<file path="src/rtl/rom_pixel_streamer.sv">
// rom_pixel_streamer: reads a registered-output pixel ROM from address 0 upward
// and emits one frame as a valid/ready pixel stream with SOF/EOL sidebands.
// A 2-entry buffer absorbs the ROM's 1-cycle read latency under backpressure.
//
// Handshake: a pixel transfers on a rising edge where m_valid & m_ready. Once
// m_valid is high it stays high, with m_data/m_sof/m_eol stable, until that
// transfer happens. The producer side (ROM reads) is throttled so that buffered
// pixels plus the read in flight never exceed two.
module rom_pixel_streamer #(
  parameter int ADDR_WIDTH = 16,
  parameter int DATA_WIDTH = 24,
  parameter int H_PIXELS   = 256,
  parameter int V_LINES    = 256
) (
  input  logic                  clk,
  input  logic                  rst_n,
  input  logic                  start,
  output logic [ADDR_WIDTH-1:0] rom_addr,
  input  logic [DATA_WIDTH-1:0] rom_rd_data,
  output logic                  m_valid,
  input  logic                  m_ready,
  output logic [DATA_WIDTH-1:0] m_data,
  output logic                  m_sof,
  output logic                  m_eol,
  output logic                  busy,
  output logic                  done
);

  localparam int XW = (H_PIXELS > 1) ? $clog2(H_PIXELS) : 1;
  localparam int YW = (V_LINES  > 1) ? $clog2(V_LINES)  : 1;

  typedef enum logic [1:0] {
    S_IDLE  = 2'd0,
    S_RUN   = 2'd1,
    S_DRAIN = 2'd2
  } state_t;

  state_t state_q, state_d;
  logic   done_q, done_d;

  // Issue-side counters and the sidebands travelling with the in-flight read.
  logic [XW-1:0] x_q;
  logic [YW-1:0] y_q;
  logic          inflight_q;
  logic [2:0]    inflight_flags_q;   // {eof, eol, sof}

  // 2-entry output FIFO.
  logic [DATA_WIDTH-1:0] buf_data_q [2];
  logic [2:0]            buf_flags_q [2];   // {eof, eol, sof}
  logic                  wr_ptr_q, rd_ptr_q;
  logic [1:0]            cnt_q;

  logic       x_last, y_last, last_addr;
  logic       pop, pop_eof, issue;
  logic [1:0] occ;

  assign x_last    = (x_q == XW'(H_PIXELS - 1));
  assign y_last    = (y_q == YW'(V_LINES - 1));
  assign last_addr = x_last & y_last;

  assign m_valid = (cnt_q != 2'd0);
  assign pop     = m_valid & m_ready;
  assign pop_eof = pop & buf_flags_q[rd_ptr_q][2];
  assign occ     = cnt_q + {1'b0, inflight_q};
  // A slot is free now, or one is being freed by this cycle's transfer.
  assign issue   = (state_q == S_RUN) &
                   ((occ < 2'd2) | ((occ == 2'd2) & pop));

  assign m_data = buf_data_q[rd_ptr_q];
  assign m_sof  = m_valid & buf_flags_q[rd_ptr_q][0];
  assign m_eol  = m_valid & buf_flags_q[rd_ptr_q][1];
  assign busy   = (state_q != S_IDLE);
  assign done   = done_q;

  // FSM next-state and done-pulse generation.
  always_comb begin
    state_d = state_q;
    done_d  = 1'b0;
    case (state_q)
      // A start coinciding with the done pulse is ignored: the frame that just
      // finished is still being reported.
      S_IDLE:  if (start && !done_q) state_d = S_RUN;
      S_RUN:   if (issue && last_addr) state_d = S_DRAIN;
      S_DRAIN: if (pop_eof) begin
                 state_d = S_IDLE;
                 done_d  = 1'b1;
               end
      default: state_d = S_IDLE;
    endcase
  end

  // FSM state and done registers.
  always_ff @(posedge clk or negedge rst_n) begin
    if (!rst_n) begin
      state_q <= S_IDLE;
      done_q  <= 1'b0;
    end else begin
      state_q <= state_d;
      done_q  <= done_d;
    end
  end

  // ROM read issue: advance address and raster counters, tag the read in flight.
  always_ff @(posedge clk or negedge rst_n) begin
    if (!rst_n) begin
      rom_addr         <= '0;
      x_q              <= '0;
      y_q              <= '0;
      inflight_q       <= 1'b0;
      inflight_flags_q <= 3'b000;
    end else begin
      inflight_q <= issue;
      if (issue) begin
        inflight_flags_q <= {last_addr, x_last, (x_q == '0) && (y_q == '0)};
        rom_addr         <= last_addr ? '0 : rom_addr + ADDR_WIDTH'(1);
        if (x_last) begin
          x_q <= '0;
          y_q <= y_last ? '0 : y_q + YW'(1);
        end else begin
          x_q <= x_q + XW'(1);
        end
      end
    end
  end

  // Output FIFO: capture the ROM word the cycle after issue, pop on transfer.
  always_ff @(posedge clk or negedge rst_n) begin
    if (!rst_n) begin
      buf_data_q[0]  <= '0;
      buf_data_q[1]  <= '0;
      buf_flags_q[0] <= 3'b000;
      buf_flags_q[1] <= 3'b000;
      wr_ptr_q       <= 1'b0;
      rd_ptr_q       <= 1'b0;
      cnt_q          <= 2'd0;
    end else begin
      if (inflight_q) begin
        buf_data_q[wr_ptr_q]  <= rom_rd_data;
        buf_flags_q[wr_ptr_q] <= inflight_flags_q;
        wr_ptr_q              <= ~wr_ptr_q;
      end
      if (pop) rd_ptr_q <= ~rd_ptr_q;
      cnt_q <= cnt_q + {1'b0, inflight_q} - {1'b0, pop};
    end
  end

endmodule
</file>
<file path="config.mk">
export PLATFORM = sky130hd
export DESIGN_NAME = rom_pixel_streamer
export DESIGN_NICKNAME = d
export VERILOG_FILES = /design/src/rtl/rom_pixel_streamer.sv
export SDC_FILE = /design/constraint.sdc
export NUM_CORES = 1
export LEC_CHECK = 0
export ABC_CLOCK_PERIOD_IN_PS = 2210
export CAP_MARGIN = 10
export CORE_UTILIZATION = 25
export CTS_CLUSTER_DIAMETER = 150
export DETAILED_ROUTE_END_ITERATION = 8
export MAX_ROUTING_LAYER = met4
export SLEW_MARGIN = 20
export SYNTH_ARGS = -nofsm -noshare
export SYNTH_HDL_FRONTEND = slang
export SYNTH_SLANG_ARGS = --single-unit
</file>
<file path="constraint.sdc">
create_clock -name clk -period 2.21 [get_ports clk]
set_clock_uncertainty 0.2 [all_clocks]
set_input_delay 0.442 -clock clk [delete_from_list [all_inputs] [get_ports clk]]
set_output_delay 0.442 -clock clk [all_outputs]
set_load 0.02 [all_outputs]
</file>
==> results of run 1 <==
[power by group through the flow]
stage | logic [mW] | clock network (mW) | registers, mW
6_report | 4.28 | 1.61 | 2.84
5_1_grt | 4.65 | 1.76 | 2.94
4_1_cts | 4.02 | 1.67 | 2.83
3_5_place_dp | 4.22 | 0 | 2.86
3_3_place_gp | 4.10 | 0 | 2.80
2_1_floorplan | 2.66 | 0 | 2.78
[cells in the mapped netlist, types with 7 or more instances]
library cell  instances  area share [%]
o31ai_1              14             2.3
or4_1                13             2.1
o21ai_0              11             1.2
a21oi_1              19             2.1
nand3_1              13             1.4
buf_2                 7            0.77
ha_1                  7             1.9
nand2_1              21             1.7
mux2_2               80              20
inv_1                15             1.2
nor2_1                7            0.57
dfrtp_1              97              53
[kinds of logic after synthesis]
logic type	after synthesis	synth area share [%]
fa+ha+maj	7	1.91
compound gates	53	7.46
flops	97	53.0
xor+xnor	10	1.91
simple gates	93	11.8
buf+inv	32	3.39
mux	84	20.6
[layout make-up]
type                       count  area (um2)  area share, %
tap                          229         287           4.64
multi-input combinational    247        2130           34.5
timing repair buffer         101         963           15.6
clock buffer                  14         274           4.44
inverter                      16        60.1          0.972
clock inverter                 2        35.0          0.567
sequential                    97        2430           39.3
[registers in the layout, summed over array words and instances, names as in the netlist]
signal            count
done                  1
state_q               2
buf_flags_q           6
rom_addr             16
x_q                   8
cnt_q                 2
buf_data_q           48
inflight_flags_q      3
wr_ptr_q              1
y_q                   8
inflight_q            1
rd_ptr_q              1
[per-stage QoR]
stage	instances	utilization, %
2_1_floorplan	376	-
3_5_place_dp	683	32.0
3_3_place_gp	683	32.0
6_report	706	34.4
5_1_grt	706	34.4
4_1_cts	703	33.4
[per-layer routing]
layer	routed length (um)	track usage (%)	share of wire [%]
met4	144	4.27	1.3
met5	0	-	0
met1	5010	14.9	46
met2	5120	19.4	48
met3	502	2.94	4.7
[what timing repair did]
action / in CTS / in global routing
buffers inserted: 2 / 1
gates resized for setup: 98 / 27
endpoints found under the setup margin: 40 / 24
hold buffers: 1 / 0
hold endpoints to repair: 39 / 0
pin swaps: 8 / 3
cloned: 1 / 2
[worst reg2reg max path, cell delays in order (launching register included)]
cell and delay, ns:
dfrtp_1 0.42, ha_4 0.26, and3b_2 0.26, o221ai_4 0.17
buf_12 0.18, or4_4 0.53, a21oi_4 0.15
[worst paths after layout]
path / start / end / slack, ns / cells past startpoint
max in group asynchronous: rst_n / rom_addr[15] / 0.82 / 3
min reg2reg: buf_data_q[12] / buf_data_q[12] / 0.30 / 1
max reg2reg: inflight_q / rom_addr[13] / -0.03 / 6
min: buf_data_q[12] / buf_data_q[12] / 0.30 / 1
max: inflight_q / rom_addr[13] / -0.03 / 6
min in group asynchronous: rst_n / buf_data_q[22] / 0.45 / 2
[layout by cell type (no fill, tap or decap), types with 4 or more instances in the layout]
| master | instances |
|---|---|
| dfrtp_1 | 96 |
| nand3_1 | 13 |
| or4_4 | 5 |
| clkdlybuf4s50_1 | 43 |
| o31ai_1 | 13 |
| buf_12 | 7 |
| mux2_2 | 80 |
| and4_1 | 6 |
| xor2_1 | 6 |
| inv_1 | 15 |
| or4_1 | 8 |
| and3_1 | 4 |
| clkbuf_16 | 11 |
| nand4_1 | 6 |
| a21oi_2 | 7 |
| dlygate4sd2_1 | 6 |
| ha_1 | 6 |
| o21ai_0 | 9 |
| buf_2 | 21 |
| mux2i_1 | 4 |
| a21oi_1 | 11 |
| nor2_1 | 5 |
| buf_4 | 19 |
| xnor2_1 | 4 |
| nand2_1 | 21 |
==> results.json, run 1 <==
{
  "setup-tns-final_ns": -0.0542,
  "synthToLayoutAreaGrowth_pct": 34.9,
  "cpPeakStageDelay_ns": 0.53,
  "p_comb_share_pct": 49.1,
  "failed_checks": "negative setup slack",
  "status": "finished with violations",
  "drv_slew": 0,
  "critical_path.top_delay_family": "simple AND/OR/NAND/NOR gates",
  "total_power_mw": 8.73,
  "globalRouteOverflowTotal": 0,
  "cp.required_ns": 2.28,
  "cp_num_buf_inv": 1,
  "synthCells": 376,
  "hold_viol_final": 0,
  "drive_above_1_share_pct": 37.1,
  "h-tree-depth": 3,
  "start_util_pct": 25.5,
  "io_buffers": 72,
  "fin_nets": 507,
  "synthArstFlopShare_pct": 100,
  "post_drt_wl_per_cell_um": 15.3,
  "crit_arrival_ns": 2.31,
  "synth_seq_area_share_pct": 53.0,
  "cts_tree": "built",
  "max_freq_ghz": 0.446,
  "wirelength_um": 10800,
  "critPathMaxFanout": 9,
  "pwr_density_cell_nw_per_um2": 1410,
  "die_y_um": 137,
  "place_hpwl_um": 7220,
  "hp-class": "flop to flop",
  "p_sw_mw": 3.20,
  "drc_errors": 0,
  "cts_inserted_buffers": 9,
  "grt_max_degree": 43,
  "slew_headroom_pct": 60.6,
  "cts_sinks": 97,
  "grt_pass1_wl_um": 17000,
  "power.share.switching_pct": 36.7,
  "hold_ws_ns": 0.299,
  "dr.pass1.iters": 4,
  "vias": 3327,
  "ctsRootBufferMaster": "clkbuf_16",
  "p_leak_nw": 2.61,
  "p_seq_share_pct": 32.5,
  "first_iter_violations": 143,
  "stdcell_area_um2": 6180,
  "place_ws_ns": -0.249,
  "fillers": 1750,
  "antenna_cells": 0,
  "crit_path_cell_trace": "ha_4, and3b_2, o221ai_4, buf_12, or4_4, a21oi_4",
  "layout_min_cycle_time_ns": 2.24,
  "fin_crit_sh_pct": 101,
  "ant_nets": 0,
  "clockBufferDepth": 2,
  "fp.dieW_um": 137,
  "clk_latency_ns": 0.34,
  "io-pin-count": 73,
  "ir_drop_mv": 0.781,
  "p_clk_share_pct": 18.4,
  "synth_ff_type": "dfrtp_1",
  "syn_area_um2": 4580,
  "core_area_um2": 18000,
  "endpoint_kind": "flop",
  "setup_ws_ns": -0.0311,
  "internal_power_mw": 5.53,
  "antenna_found_initial": 0,
  "path_class": "flop to flop",
  "synth_edf_count": 0,
  "grt_usage_pct": 12.1,
  "rsz0062_at_grt": "true",
  "placed_area_um2": 5740,
  "syn_nets": 411,
  "placementRows": 49,
  "die_area_um2": 18900,
  "gp_congestion": 0.810,
  "worst_pin_slew_ns": 0.590,
  "avgSynthCellArea_um2": 12.2,
  "yosysUniqueCellTypes": 43,
  "clk_pin_slew_ns": 0.07,
  "grt_pass1_vias": 3368,
  "finalSetupViolCount": 4,
  "cp-start-kind": "flop",
  "yosysWarnings": 0,
  "synth_seq_cells": 97,
  "worst_path_max_delay_cell": "or4_4",
  "drv_cap": 0,
  "viasPerCell": 4.71
}
Power figures use the tool's default switching activity.
==> inputs of run 2 (changes only) <==
SLEW_MARGIN = 30   (was 20)
==> results of run 2 <==
Same layout as run 1: the final DEF is identical, and so are final timing and power.
